===== src/rtl/jstk2_spi_poller.sv =====
// jstk2_spi_poller: PmodJSTK2 SPI mode-0 master that polls 5-byte frames and decodes X/Y/buttons.
module jstk2_spi_poller #(
  parameter int SCLK_DIV  = 750,
  parameter int SS_LEAD   = 1500,
  parameter int BYTE_GAP  = 1000,
  parameter int FRAME_GAP = 1000000,
  parameter int AUTO_POLL = 1,
  parameter int OUT_W     = 11,
  parameter int SWAP_XY   = 1
) (
  input  logic             clk,
  input  logic             rst,
  input  logic             start,
  input  logic [39:0]      tx_cmd,
  input  logic             MISO,
  output logic             SS,
  output logic             SCLK,
  output logic             MOSI,
  output logic [OUT_W-1:0] x_val,
  output logic [OUT_W-1:0] y_val,
  output logic [1:0]       btn,
  output logic             frame_vld,
  output logic             busy
);
  localparam int M1 = 2 * SCLK_DIV > SS_LEAD ? 2 * SCLK_DIV : SS_LEAD;
  localparam int M2 = BYTE_GAP > FRAME_GAP ? BYTE_GAP : FRAME_GAP;
  localparam int CW = $clog2((M1 > M2 ? M1 : M2) + 1);
  localparam logic [CW-1:0] LEAD_END = CW'(SS_LEAD - 1);
  localparam logic [CW-1:0] GAP_END  = CW'(BYTE_GAP - 1);
  localparam logic [CW-1:0] IDLE_END = CW'(FRAME_GAP - 1);
  localparam logic [CW-1:0] BIT_END  = CW'(2 * SCLK_DIV - 1);
  localparam logic [CW-1:0] RISE     = CW'(SCLK_DIV);
  typedef enum logic [2:0] {IDLE, LEAD, SHIFT, GAP, DONE} state_t;
  state_t state, nxt;
  logic [CW-1:0] cnt;
  logic [2:0] bit_cnt, byte_idx;
  logic [39:0] tx_sr, rx_sr;
  logic [9:0] raw_x, raw_y;
  logic bit_end, unused_bits;
  assign bit_end = state == SHIFT && cnt == BIT_END;
  assign raw_x = {rx_sr[25:24], rx_sr[39:32]};
  assign raw_y = {rx_sr[9:8], rx_sr[23:16]};
  assign unused_bits = ^{rx_sr[31:26], rx_sr[15:10], rx_sr[7:2]};
  always_ff @(posedge clk) state <= rst ? IDLE : nxt;
  always_comb begin
    nxt = state;
    case (state)
      IDLE:    nxt = (AUTO_POLL != 0 ? cnt == IDLE_END : start) ? LEAD : IDLE;
      LEAD:    nxt = cnt == LEAD_END ? SHIFT : LEAD;
      SHIFT:   nxt = bit_end && bit_cnt == 3'd7 ? (byte_idx == 3'd4 ? DONE : GAP) : SHIFT;
      GAP:     nxt = cnt == GAP_END ? SHIFT : GAP;
      DONE:    nxt = IDLE;
      default: nxt = IDLE;
    endcase
  end
  // cnt restarts on every phase change and every bit; manual idle never counts
  always_ff @(posedge clk) begin
    if (rst) begin
      cnt      <= '0;
      bit_cnt  <= '0;
      byte_idx <= '0;
      tx_sr    <= '0;
      rx_sr    <= '0;
      x_val    <= '0;
      y_val    <= '0;
      btn      <= '0;
    end else begin
      cnt <= (nxt != state || bit_end || (state == IDLE && AUTO_POLL == 0)) ? '0 : cnt + 1'b1;
      if (state == IDLE) begin
        tx_sr    <= tx_cmd;
        bit_cnt  <= '0;
        byte_idx <= '0;
      end
      if (state == SHIFT && cnt == RISE) rx_sr <= {rx_sr[38:0], MISO};
      if (bit_end) begin
        tx_sr   <= {tx_sr[38:0], 1'b0};
        bit_cnt <= bit_cnt + 1'b1;
        if (bit_cnt == 3'd7) byte_idx <= byte_idx + 1'b1;
      end
      if (nxt == DONE) begin
        x_val <= OUT_W'(SWAP_XY != 0 ? raw_y : raw_x);
        y_val <= OUT_W'(SWAP_XY != 0 ? raw_x : raw_y);
        btn   <= rx_sr[1:0];
      end
    end
  end
  always_comb begin
    SS        = state == IDLE || state == DONE;
    SCLK      = state == SHIFT && cnt >= RISE;
    MOSI      = !SS && tx_sr[39];
    frame_vld = state == DONE;
    busy      = state != IDLE;
  end
endmodule

===== config.mk =====
export PLATFORM = sky130hd
export DESIGN_NAME = jstk2_spi_poller
export DESIGN_NICKNAME = d
export VERILOG_FILES = /design/src/rtl/jstk2_spi_poller.sv
export SDC_FILE = /design/constraint.sdc
export NUM_CORES = 1
export LEC_CHECK = 0
export CORE_MARGIN = 5
export CORE_UTILIZATION = 59
export CTS_CLUSTER_SIZE = 16
export DETAILED_ROUTE_END_ITERATION = 16
export HOLD_SLACK_MARGIN = 0.15
export PLACE_DENSITY = 0.85
export SLEW_MARGIN = 20
export SYNTH_ARGS = -nofsm -noshare
export SYNTH_HDL_FRONTEND = slang
export SYNTH_SLANG_ARGS = --single-unit

===== constraint.sdc =====
create_clock -name clk -period 4.7 [get_ports clk]
set_input_delay 1.41 -clock clk [delete_from_list [all_inputs] [get_ports clk]]
set_output_delay 1.41 -clock clk [all_outputs]
set_load 0.05 [all_outputs]

# After elaboration in Yosys (flattened, before gate mapping)

Index checks and enable logic that the tools add are counted.

Register bits after elaboration: 131
Bits of input ports: 44
Output and inout bits: 29

Add/sub/neg operators: 3
Multiplexer cells: 13
Equal/unequal tests: 12
Reductions and logical operators: 13
Order comparisons: 1

Operators with widths:

| operator                | number |
|---|---|
| $mux W40                | 2 |
| $eq A20 B10 Y1 const B  | 2 |
| $mux W3                 | 7 |
| $add A20 B1 Y20 const B | 1 |
| $eq A20 B11 Y1 const B  | 1 |
| $eq A20 B20 Y1 const B  | 1 |
| $ge A20 B10 Y1 const B  | 1 |
| $eq A3 B3 Y1 const B    | 4 |
| $pmux W3 S4             | 1 |
| $add A3 B1 Y3 const B   | 2 |
| $eq A3 B2 Y1 const B    | 2 |
| $logic_and A1 B1 Y1     | 5 |
| $reduce_or A2 Y1        | 2 |
| $eq A3 B1 Y1 const B    | 1 |
| $logic_not A3 Y1        | 1 |
| $ne A3 B3 Y1            | 1 |
| $reduce_bool A3 Y1      | 1 |
| $logic_or A1 B1 Y1      | 2 |
| $mux W1                 | 2 |
| $mux W2                 | 1 |
| $reduce_bool A2 Y1      | 1 |
| $logic_not A1 Y1        | 1 |

# Logic depth before layout (Yosys ltp)

Depth after elaboration: 8
Depth in mapped cells: 8
Gate-level depth less buffers: 7

# Worst setup path before layout

No wires, ideal clock.

Path kind: reg-to-output
Start: register cnt[10]
End: output SCLK
Buffers on the path: 1
Required time: 3.290 ns
Cell stages (with the launch flop): 7
Arrival time: 1.810 ns
Slack: 1.480 ns
Cell sequence: dfxtp_1 clkbuf_1 or4b_1 nor4_2 o211ai_1 nand3_1 and2_1

Cells in the longest elaborated chain, start to end: 2

Ends and longest elaborated chain:

| item                   | RTL line | RTL |
|---|---|---|
| from (decl)            | 35       | `logic [CW-1:0] cnt;` |
| from (signal assigned) | 68       | `cnt <= (nxt != state \|\| bit_end \|\| (state == IDLE && AUTO_POLL == 0)) ? '0 : cnt + 1'b1;` |
| $ge A20 B10 Y1         | 89       | `SCLK = state == SHIFT && cnt >= RISE;` |
| $logic_and A1 B1 Y1    | 89       |  |
| to (decl)              | 17       | `output logic SCLK,` |

No other way between the ends.

# Worst setup path after layout

Start: register cnt[12]
End: output SCLK

Same word-level chain as after synthesis.

==> reports/metrics.cfg <==
[pwr]
p_int_mw=2.08
max-vdd-ir-drop_uv=240
power.static_leakage_nw=2.68
share_comb_of_total_power_pct=3.3
power.switching_fraction_pct=20.6
cellPowerDensity_nw_per_um2=385
net_switching_uw=542
clock_power_share_pct=53.1
p_seq_share_pct=43.6

[cts]
number_of_clock_sinks_seen_by_cts=131
clk_pin_slew_worst_paths_ns=0.06
postCtsSetupRepairBufs=0
tritoncts_clock_tree=yes
clock_tree.htree_level_count=4
clock_tree.root_cell=sky130_fd_sc_hd__clkbuf_8
cts_resized=0
ctsHoldBuffers=0
clkLatencyLatePin_ns=0.52
clock_path_buffers=2
numCtsBuffers=17

[global_route]
gr-usage-all-layers_pct=21.3
grt_max_degree=111
global_route_wire_length_before_repair_um=20100
grt_antenna_before_repair=0
remaining_global_route_overflow=0
first_global_vias=4482

[timing]
skew_ns=0.0124
finalHoldViolCount=0
setup_repair_after_global_routing_missed_its_margin=no
max_slew_margin_pct=30.3
maxSlewViolCount=0
min_period_over_period_pct=94.1
timing.setup.tns_ns=0
clock.fmax_mhz=226
timing.final.ws_setup_ns=0.275
setup-violations-final=0
finalCriticalPeriod_ns=4.42
tightestPinTransition_ns=1.04

[die]
dieHeight_um=107
io_pins=73
design.die.area_um2=11400
core_region_um2=9200
count_of_standard_cell_rows=35
die_x_um=107
floorplan.initialDensity_pct=60.2

[worst_setup_path]
path_max_fanout=10
worst_path_max_delay_cell=sky130_fd_sc_hd__clkdlybuf4s50_1
worstPathCellList=or4_1, nor2_2, o211ai_1, nand3_1, and2_1, clkdlybuf4s50_1
register_to_register_path_depth=6
critical-path-max-stage-delay_ns=0.79
crit_arrival_ns=3.01
timing.setup.critical_path_class=reg2out
critPathLaunchType=flop
worst_ep_required_time_ns=3.29
setup.worst_path.end_class=output port

[yosys]
synth-simple-area-share_pct=22.9
synth_warnings=0
synth_top_family_by_area=simple AND/OR/NAND/NOR gates
synth.ff_latch_count=131
synth_commonest_cells=136 x sky130_fd_sc_hd__nand2_1, 131 x sky130_fd_sc_hd__dfxtp_1, 61 x sky130_fd_sc_hd__a21oi_1
yosysSeqAreaShare_pct=47.4
number_of_instances_in_the_synthesized_netlist=644
yosysMostFrequentCell=sky130_fd_sc_hd__nand2_1
synth-adder-area-share_pct=1.36
synth_top_flop_cell=sky130_fd_sc_hd__dfxtp_1
synthDominantAreaCellType=sky130_fd_sc_hd__dfxtp_1
synth.cell_area_um2=5540
synth_xor_xnor_area_share_pct=3.01
ys_async_sr_fraction_pct=0
synth_largest_type_area_fraction_pct=47.4
synth_compound_gate_area_share_pct=13.1
synthDistinctLibCells=50
post_synth.cell_area_avg_um2=8.60
synth_edf_count=0
post_synth_mux_area_share_pct=7.23
synth.area.top_cells=sky130_fd_sc_hd__dfxtp_1 47%, sky130_fd_sc_hd__nand2_1 9.2%, sky130_fd_sc_hd__mux2i_1 7.2%

[job]
maxCapViolCount=0

[drt]
avgViaCountPerCell=5.75
wire_per_inst_um=14.8
drt-initial-drc-count=310
antenna_violating_nets_post_route=0
drt_pre_antenna_iters=4
dr_total_vias=4678
post-route-drc-count=0
wirelength_um=12100

[worst_hold_path]
hold_class=reg2reg
whs_path_depth=2

[run_status]
status=complete, no violations

[placed_design]
dpl_cell_area_um2=6170
place_hpwl_um=7250
globalplace.congestion=0.863
worst_slack_placed_ns=0.823
port_buffers=69

[finish]
post_route_cells_drive_above_1_share_pct=8.69
filler_cell_count=655
post-route-cell-area_um2=6820
flow.area_growth_from_synthesis_pct=23.2
final_net_count=740
antennaDiodeCount=0

[path summary, 6_finish.rpt]
| kind | start | end | slack (ns) |
|---|---|---|---|
| worst min-delay path | x_val[3] | x_val[3] | 0.45 |
| worst max register to register | cnt[1] | y_val[8] | 1.72 |
| worst max-delay path | cnt[12] | SCLK | 0.28 |
| worst min register to register | x_val[3] | x_val[3] | 0.45 |
[cell type report]
type / instances / area, um^2 / area share, %
Sequential cell: 131 / 2620 / 38.5
Inverter: 7 / 26.3 / 0.385
Clock buffer: 20 / 455 / 6.68
Multi-Input combinational cell: 457 / 2650 / 38.9
Clock inverter: 11 / 174 / 2.55
Tap cell: 111 / 139 / 2.04
Timing Repair Buffer: 76 / 751 / 11.0
[per-layer routing]
| layer | share of wire, % | routed length [um] | global-route usage (%) |
|---|---|---|---|
| met1 | 44 | 5290 | 26.5 |
| met3 | 4.7 | 561 | 5.60 |
| met4 | 2.1 | 248 | 8.77 |
| met5 | 0 | 0 | 0 |
| met2 | 49 | 5950 | 35.3 |
[per-stage QoR]
step	std cells	total power, mW	hold WS, ns	utilization [%]
after CTS	812	2.63	0.452	73.9
final	813	2.63	0.449	74.1
after global routing	813	2.70	0.467	74.1
after detailed placement	781	1.26	0.443	67.1
after floorplan	645	1.21	0.432	-
after global placement	781	1.25	0.438	67.1
[registers in the layout, indices dropped and copies added (netlist names)]
signal / flops
byte_idx: 3
state: 3
btn: 2
cnt: 20
rx_sr: 40
x_val: 10
y_val: 10
tx_sr: 40
bit_cnt: 3
[placed cells by master (no fill, tap or decap), drive strengths merged, types with 3 or more instances in the layout]
cell / netlist / layout
nor4: 6 / 6
bufinv: 0 / 4
clkbuf: 31 / 21
nand3: 23 / 23
a211oi: 39 / 39
ha: 6 / 6
clkinvlp: 0 / 3
inv: 7 / 9
clkdlybuf4s50: 0 / 68
xnor2: 12 / 12
nor3: 22 / 22
nand4: 8 / 8
nor2: 54 / 54
a21oi: 69 / 69
and3: 4 / 4
or4: 4 / 4
xor2: 7 / 7
mux2i: 40 / 40
nand2: 136 / 136
dfxtp: 131 / 131
buf: 19 / 7
[power by group through the flow]
stage	Sequential (mW)	Combinational [mW]	Clock, mW
detailed placement	1.17	0.0866	0
global placement	1.17	0.0842	0
finish	1.15	0.0872	1.39
CTS	1.15	0.0876	1.40
global route	1.15	0.0951	1.46
floorplan	1.16	0.0474	0
[critical path: cells and delay by family, from the launching register on]
family	cells	cell delay (ns)
and+or+nand+nor	4	1.18
buffers and inverters	1	0.79
DFF	1	0.36
AOI/OAI and AO/OA	1	0.16
[kinds of logic (layout without fill, tap and decap cells)]
family                   Yosys count  count (layout)
multiplexers                      40              40
AND/OR/NAND/NOR                  275             275
adder cells (fa/ha/maj)            6               6
buffers and inverters             57             114
flip-flops                       131             131
AO/OA/AOI/OAI                    115             115
other                              1               2
XOR/XNOR                          19              19
No activity file was read; power rests on OpenSTA's default activity.
